**config.mk**
```make
export PLATFORM = sky130hd
export DESIGN_NAME = reg_scoreboard
export DESIGN_NICKNAME = d
export VERILOG_FILES = /design/src/rtl/reg_scoreboard.sv
export SDC_FILE = /design/constraint.sdc
export NUM_CORES = 1
export LEC_CHECK = 0
export ABC_AREA = 1
export ABC_CLOCK_PERIOD_IN_PS = 3530
export BUFFER_PORTS_ARGS = -buffer_cell sky130_fd_sc_hd__buf_4
export CORE_ASPECT_RATIO = 0.6
export CORE_UTILIZATION = 35
export DETAILED_ROUTE_END_ITERATION = 8
export SYNTH_ARGS = -nofsm -noshare
export SYNTH_HDL_FRONTEND = slang
export SYNTH_SLANG_ARGS = --single-unit
```
**constraint.sdc**
```tcl
create_clock -name sys_clk -period 3.53 [get_ports sys_clk]
set_input_delay 0.353 -clock sys_clk [delete_from_list [all_inputs] [get_ports sys_clk]]
set_output_delay 0.353 -clock sys_clk [all_outputs]
set_load 0.01 [all_outputs]
```
**src/rtl/reg_scoreboard.sv**
```systemverilog
// In-order pending-write scoreboard: tracks in-flight destination registers,
// flags RAW/WAW hazards at issue and retires entries in order on write-back.
// Optional feature macro: REG_SCOREBOARD_FWD_EN (head excluded from matching while retiring).
module reg_scoreboard #(
    parameter int DEPTH = 4,
    parameter int AW    = 6
) (
    input  logic          sys_clk,
    input  logic          reset,
    input  logic          iss_valid,
    input  logic [AW-1:0] iss_dst,
    output logic          iss_ready,
    input  logic [AW-1:0] src_a,
    input  logic [AW-1:0] src_b,
    input  logic          src_a_use,
    input  logic          src_b_use,
    output logic          hazard,
    input  logic          wb_valid,
    output logic [AW-1:0] wb_dst,
    output logic          wb_err,
    output logic [3:0]    count,
    output logic          empty
);

    localparam int PW = (DEPTH > 1) ? $clog2(DEPTH) : 1;

    logic [AW-1:0]    ent_q [DEPTH];
    logic [DEPTH-1:0] live_q;
    logic [PW-1:0]    head_q, tail_q;
    logic [3:0]       count_q, count_d;
    logic             wb_err_q;

    logic             empty_w, push, pop;
    logic [DEPTH-1:0] excl, match;

    assign empty_w   = (count_q == 4'd0);
    assign pop       = wb_valid & ~empty_w;
    // A retiring head frees its slot in the same cycle, so a full FIFO can still accept.
    assign iss_ready = (count_q < 4'(DEPTH)) | pop;
    assign push      = iss_valid & iss_ready & ~hazard;

`ifdef REG_SCOREBOARD_FWD_EN
    // Write-back data is forwarded, so the retiring head no longer blocks anyone.
    always_comb begin
        excl = '0;
        if (pop) excl[head_q] = 1'b1;
    end
`else
    assign excl = '0;
`endif

    genvar gi;
    generate
        for (gi = 0; gi < DEPTH; gi++) begin : g_match
            assign match[gi] = live_q[gi] & ~excl[gi] &
                               ((src_a_use & (ent_q[gi] == src_a)) |
                                (src_b_use & (ent_q[gi] == src_b)) |
                                (iss_valid & (ent_q[gi] == iss_dst)));
        end
    endgenerate

    assign hazard = |match;
    assign wb_dst = ent_q[head_q];
    assign wb_err = wb_err_q;
    assign count  = count_q;
    assign empty  = empty_w;

    always_comb begin
        count_d = count_q;
        case ({push, pop})
            2'b10:   count_d = count_q + 4'd1;
            2'b01:   count_d = count_q - 4'd1;
            default: count_d = count_q;
        endcase
    end

    always_ff @(posedge sys_clk) begin
        if (reset) begin
            for (int i = 0; i < DEPTH; i++) ent_q[i] <= '0;
            live_q   <= '0;
            head_q   <= '0;
            tail_q   <= '0;
            count_q  <= '0;
            wb_err_q <= 1'b0;
        end else begin
            wb_err_q <= wb_valid & empty_w;
            // Pop before push: when full, head and tail share a slot and the push must win.
            if (pop) begin
                live_q[head_q] <= 1'b0;
                head_q         <= head_q + PW'(1);
            end
            if (push) begin
                ent_q[tail_q]  <= iss_dst;
                live_q[tail_q] <= 1'b1;
                tail_q         <= tail_q + PW'(1);
            end
            count_q <= count_d;
        end
    end

endmodule
```
==> results summary <==
The global-route met1 utilization came out at 0.359. At the end of the flow, the number of nets in the layout was 530. The analysis attributes to cell leakage a power of 1.76 nW. Summing all multi-input logic gate instances after layout gives 1740 sq um.

In this run the horizontal extent of the chip is 123 um. TritonCTS built the clock tree. The internal cell power came out at 0.00133 W.

The share of Yosys cell area claimed by the top area cell type is 0.236. The count of filler cells inserted in the layout is roughly 870. The actual slew at the worst max-slew pin is roughly 0.64 ns. The standard cell core area is roughly 8000 sq um. The endpoint identified for the worst register-to-register timing path is count[3]. The number of rows in the core area came out at 25.

Routability-driven placement finished with a final weighted congestion of approximately 0.93. The Yosys step of the flow raised 0 warnings. The overall fraction of global-route tracks in use came out at 0.222. The first-pass GRT wire length came out at 14900 um. The number of cells on the worst reg-to-reg path is 18. CTS built an H-tree with a depth of 2. The core occupancy in the finished layout is 0.446.

The class of the worst hold path is in2reg. After detailed routing, the number of remaining DRC violations is 0. The net switching fraction of the power came out at 0.387. The overall overflow remaining after global route came out at 0. The synthesized design spends more area on one cell type than any other, namely sky130_fd_sc_hd__edfxtp_1. The worst slew margin relative to its limit is 0.573. Static timing analysis puts the maximum clock frequency at about 0.33 GHz. The die area came out at 9110 sq um. The placement-stage worst setup slack is between 0.6 and 0.7 ns.

The later-pin clock latency in the skew report came out at 0.29 ns. Among the stages of the critical path, the cell type that occurs most often is sky130_fd_sc_hd__nand2_1. The signal arrival time at the worst endpoint is 3.22 ns. The remaining antenna violation count after routing is 0. The share of total power dissipated in the clock network is 0.276. For the final routed database, the setup TNS stands at 0 ns. The first-pass detailed-route iteration total is 5. The shortest period the worst path allows is roughly 3 ns. The number of violations reported at the end of detailed-routing iteration 0 is 319. The number of vias per cell is 5.11. The I/O pin total came out at 38. The count of port buffers added during placement is 37. The smallest setup slack after layout came out at 0.535 ns. Ranked by total cell area, the synthesized netlist is headed by sky130_fd_sc_hd__edfxtp_1 (24%), sky130_fd_sc_hd__nand2_1 (20%), sky130_fd_sc_hd__dfxtp_1 (9.8%). Summed over all nets, the half-perimeter wirelength after detailed placement is around 8000 um. The antenna cell count came out at 0. The post-detailed-routing wire length is 9630 um. The number of pins with negative max-slew slack in the final report is 0. The worst setup path is launched from a flop. The CTS buffer count came out at 5.

Across the routed clock network, the largest skew measured is 0.00407 ns. The flow ran to the end, and the final reports show no timing, DRC or antenna violations. The number of global-route vias before repair is 2726. The clock transition at the registers of the reported paths is roughly 0.060 ns. Setup repair after global routing left no endpoint under its margin. The kind of cell adding the most delay to the critical path is simple AND/OR/NAND/NOR gates. The most common library cell in the layout ignoring fill and taps is sky130_fd_sc_hd__nand2_1. The number of instances on the worst hold path is 2. In this run, post-CTS repair resized a total of 0 instances. Summing every instance area after synthesis gives 3050 sq um. Across the VDD grid, the largest voltage drop is 0.221 mV. The total number of clock tree sinks came out at 39. The number of antenna violations at the first check in global routing is 0.

The buffer count from post-CTS setup fixing is 0. The pin count of the biggest net entering global routing is 17. The clock passes through at most 2 buffers. From bottom edge to top edge, the die measures roughly 74 um.

The worst hold path terminates at count[3]. The net count after synthesis is 492. Summed over all nets, the switching power comes to 0.000840 W. The share of post-route cells with drive strength above 1 is 0.143.

After global routing, the most crowded layer is met1. After routing the design area is 3640 sq um. The area taken by flip-flops and latches is 1020 sq um. Walking the worst path, the cells encountered are inv_1 -> nand2_1 -> nand3_1 -> nor2_1 -> nand2_1 -> nand3_1 -> nand2_1 -> nand2_1 -> nor2_4 -> nand2_1 -> ha_1 -> ha_1 -> nand2_1 -> nor2_1 -> a211oi_1 -> xor2_1 -> nand2_1 -> a21oi_1. The count of cell types in the netlist is 28. The cell area power density is 598 nW/um^2. Detailed routing inserted a total of 3080 vias. Across the run, the number of max-cap violations was 0.

Setup violations remaining at the end of the flow were counted as 0. In this run, post-CTS hold repair placed 0 buffers. The initial utilization of the core area, before any placement, comes to 0.374. The average cell area after synthesis came out at 6.69 sq um. The startpoint identified for the worst register-to-register timing path is ent_q[1][1]. The largest incremental delay on the critical path came out at 0.50 ns. The sum of buffers and inverters on the critical path is 1.

Setup slack on the worst reg-to-reg path comes out at ~0.53 ns. The worst min-delay path startpoint is reset. The share of total power in sequential cells came out at 0.337. The placement-stage cell area is about 3400 sq um.

Dividing the final minimum period by the clock period gives 0.848. The post-detailed-route wirelength per cell came out at 16.0 um. The post-synthesis to final-layout area growth came out at 19.2%. The critical path class is reg2reg. For this run, global-route usage on met3 was measured as 0.0330. The count of state elements after synthesis is 39. The slowest stage of the critical path belongs to the cell sky130_fd_sc_hd__edfxtp_1. The critical path starts at ent_q[1][1].

The global-route track usage on met2 is 0.305. The combinational cell fraction of total power came out at 0.387. Along the worst path, the maximum fanout reaches 5. The root buffer cell chosen for the clock tree is sky130_fd_sc_hd__clkbuf_16. The number of hold violations in the final report is 0. The worst path required time came out at 3.75 ns. In the layout the commonest cells are sky130_fd_sc_hd__nand2_1 (160), sky130_fd_sc_hd__inv_1 (56), sky130_fd_sc_hd__nor2_1 (40), sky130_fd_sc_hd__buf_4 (40), sky130_fd_sc_hd__a21oi_1 (27). The hold slack is 0.247 ns. The worst setup path is captured at a flop. The part of the Yosys area used for sequential elements is 0.335.

The gate count of the mapped netlist came out at 456.
-- layer usage --
| layer | up-vias | wire length [um] | share of wire |
|---|---|---|---|
| met3 | 9 | 991 | 0.10 |
| met2 | 119 | 3700 | 0.38 |
| met5 | - | 0 | 0 |
| met4 | 0 | 62 | 0.0064 |
| li1 | 1527 | - | - |
| met1 | 1425 | 4870 | 0.51 |
-- area by class of cell --
type                    count  share of cell area
multi-input cells         342               0.477
flip-flops and latches     39               0.281
repair buffers             40              0.0826
inverters                  66              0.0681
well taps                 108              0.0372
clock buffers               5              0.0344
clock inverters             3              0.0196
-- power groups by stage --
stage	registers, W	clock network [W]	logic [W]
after floorplan	0.000679	0	0.000558
after global placement	0.000735	0	0.000825
after detailed placement	0.000735	0	0.000835
after CTS	0.000726	0.000607	0.000839
after global routing	0.000746	0.000623	0.000943
final	0.000733	0.000600	0.000841
-- worst reg2reg max path, delay by kind of cell, from the launching register on --
kind | cells | cell delay, ns
fa+ha+maj | 2 | 0.63
xor+xnor | 1 | 0.18
buf+inv | 1 | 0.22
flops | 1 | 0.50
compound gates | 2 | 0.32
simple gates | 12 | 1.07
-- registers in the layout, summed over array words and instances, names as in the netlist, named ones only --
name and count:
wb_err 1, head_q 2, tail_q 2, live_q 4, count 4, ent_q 24
-- worst max-delay path by stage --
stage	end	slack, ns	cells after the start
final	count[3]	0.53	18
after global routing	count[3]	0.36	20
after CTS	count[3]	0.59	18
after detailed placement	count[3]	0.61	18
after global placement	count[3]	0.64	18
after floorplan	count[3]	1.02	19
-- kinds of logic after synthesis --
group                    synth area share
flip-flops                          0.335
buffers and inverters              0.0963
AO/OA/AOI/OAI                       0.104
adder cells (fa/ha/maj)            0.0517
AND/OR/NAND/NOR                     0.353
XOR/XNOR                           0.0603
-- cell usage after synthesis --
| cell | instances |
|---|---|
| sky130_fd_sc_hd__a211oi_1 | 1 |
| sky130_fd_sc_hd__a21oi_1 | 27 |
| sky130_fd_sc_hd__buf_2 | 4 |
| sky130_fd_sc_hd__buf_6 | 1 |
| sky130_fd_sc_hd__clkbuf_1 | 4 |
| sky130_fd_sc_hd__clkinv_1 | 1 |
| sky130_fd_sc_hd__dfxtp_1 | 15 |
| sky130_fd_sc_hd__edfxtp_1 | 24 |
| sky130_fd_sc_hd__fa_1 | 1 |
| sky130_fd_sc_hd__ha_1 | 11 |
| sky130_fd_sc_hd__inv_1 | 56 |
| sky130_fd_sc_hd__inv_2 | 9 |
| sky130_fd_sc_hd__nand2_1 | 160 |
| sky130_fd_sc_hd__nand3_1 | 21 |
| sky130_fd_sc_hd__nand3_2 | 1 |
| sky130_fd_sc_hd__nand4_1 | 1 |
| sky130_fd_sc_hd__nand4_2 | 1 |
| sky130_fd_sc_hd__nand4_4 | 1 |
| sky130_fd_sc_hd__nor2_1 | 40 |
| sky130_fd_sc_hd__nor2_4 | 1 |
| sky130_fd_sc_hd__nor3_1 | 12 |
| sky130_fd_sc_hd__nor3_2 | 10 |
| sky130_fd_sc_hd__o211ai_1 | 1 |
| sky130_fd_sc_hd__o21ai_0 | 25 |
| sky130_fd_sc_hd__o21ai_1 | 1 |
| sky130_fd_sc_hd__o22ai_1 | 6 |
| sky130_fd_sc_hd__xnor2_1 | 14 |
| sky130_fd_sc_hd__xor2_1 | 7 |
-- per-stage QoR --
stage	std cells	total power (W)
global route	603	0.00231
CTS	603	0.00217
floorplan	456	0.00124
detailed placement	595	0.00157
finish	603	0.00217
global placement	595	0.00156
No activity file was read; power rests on OpenSTA's default activity.
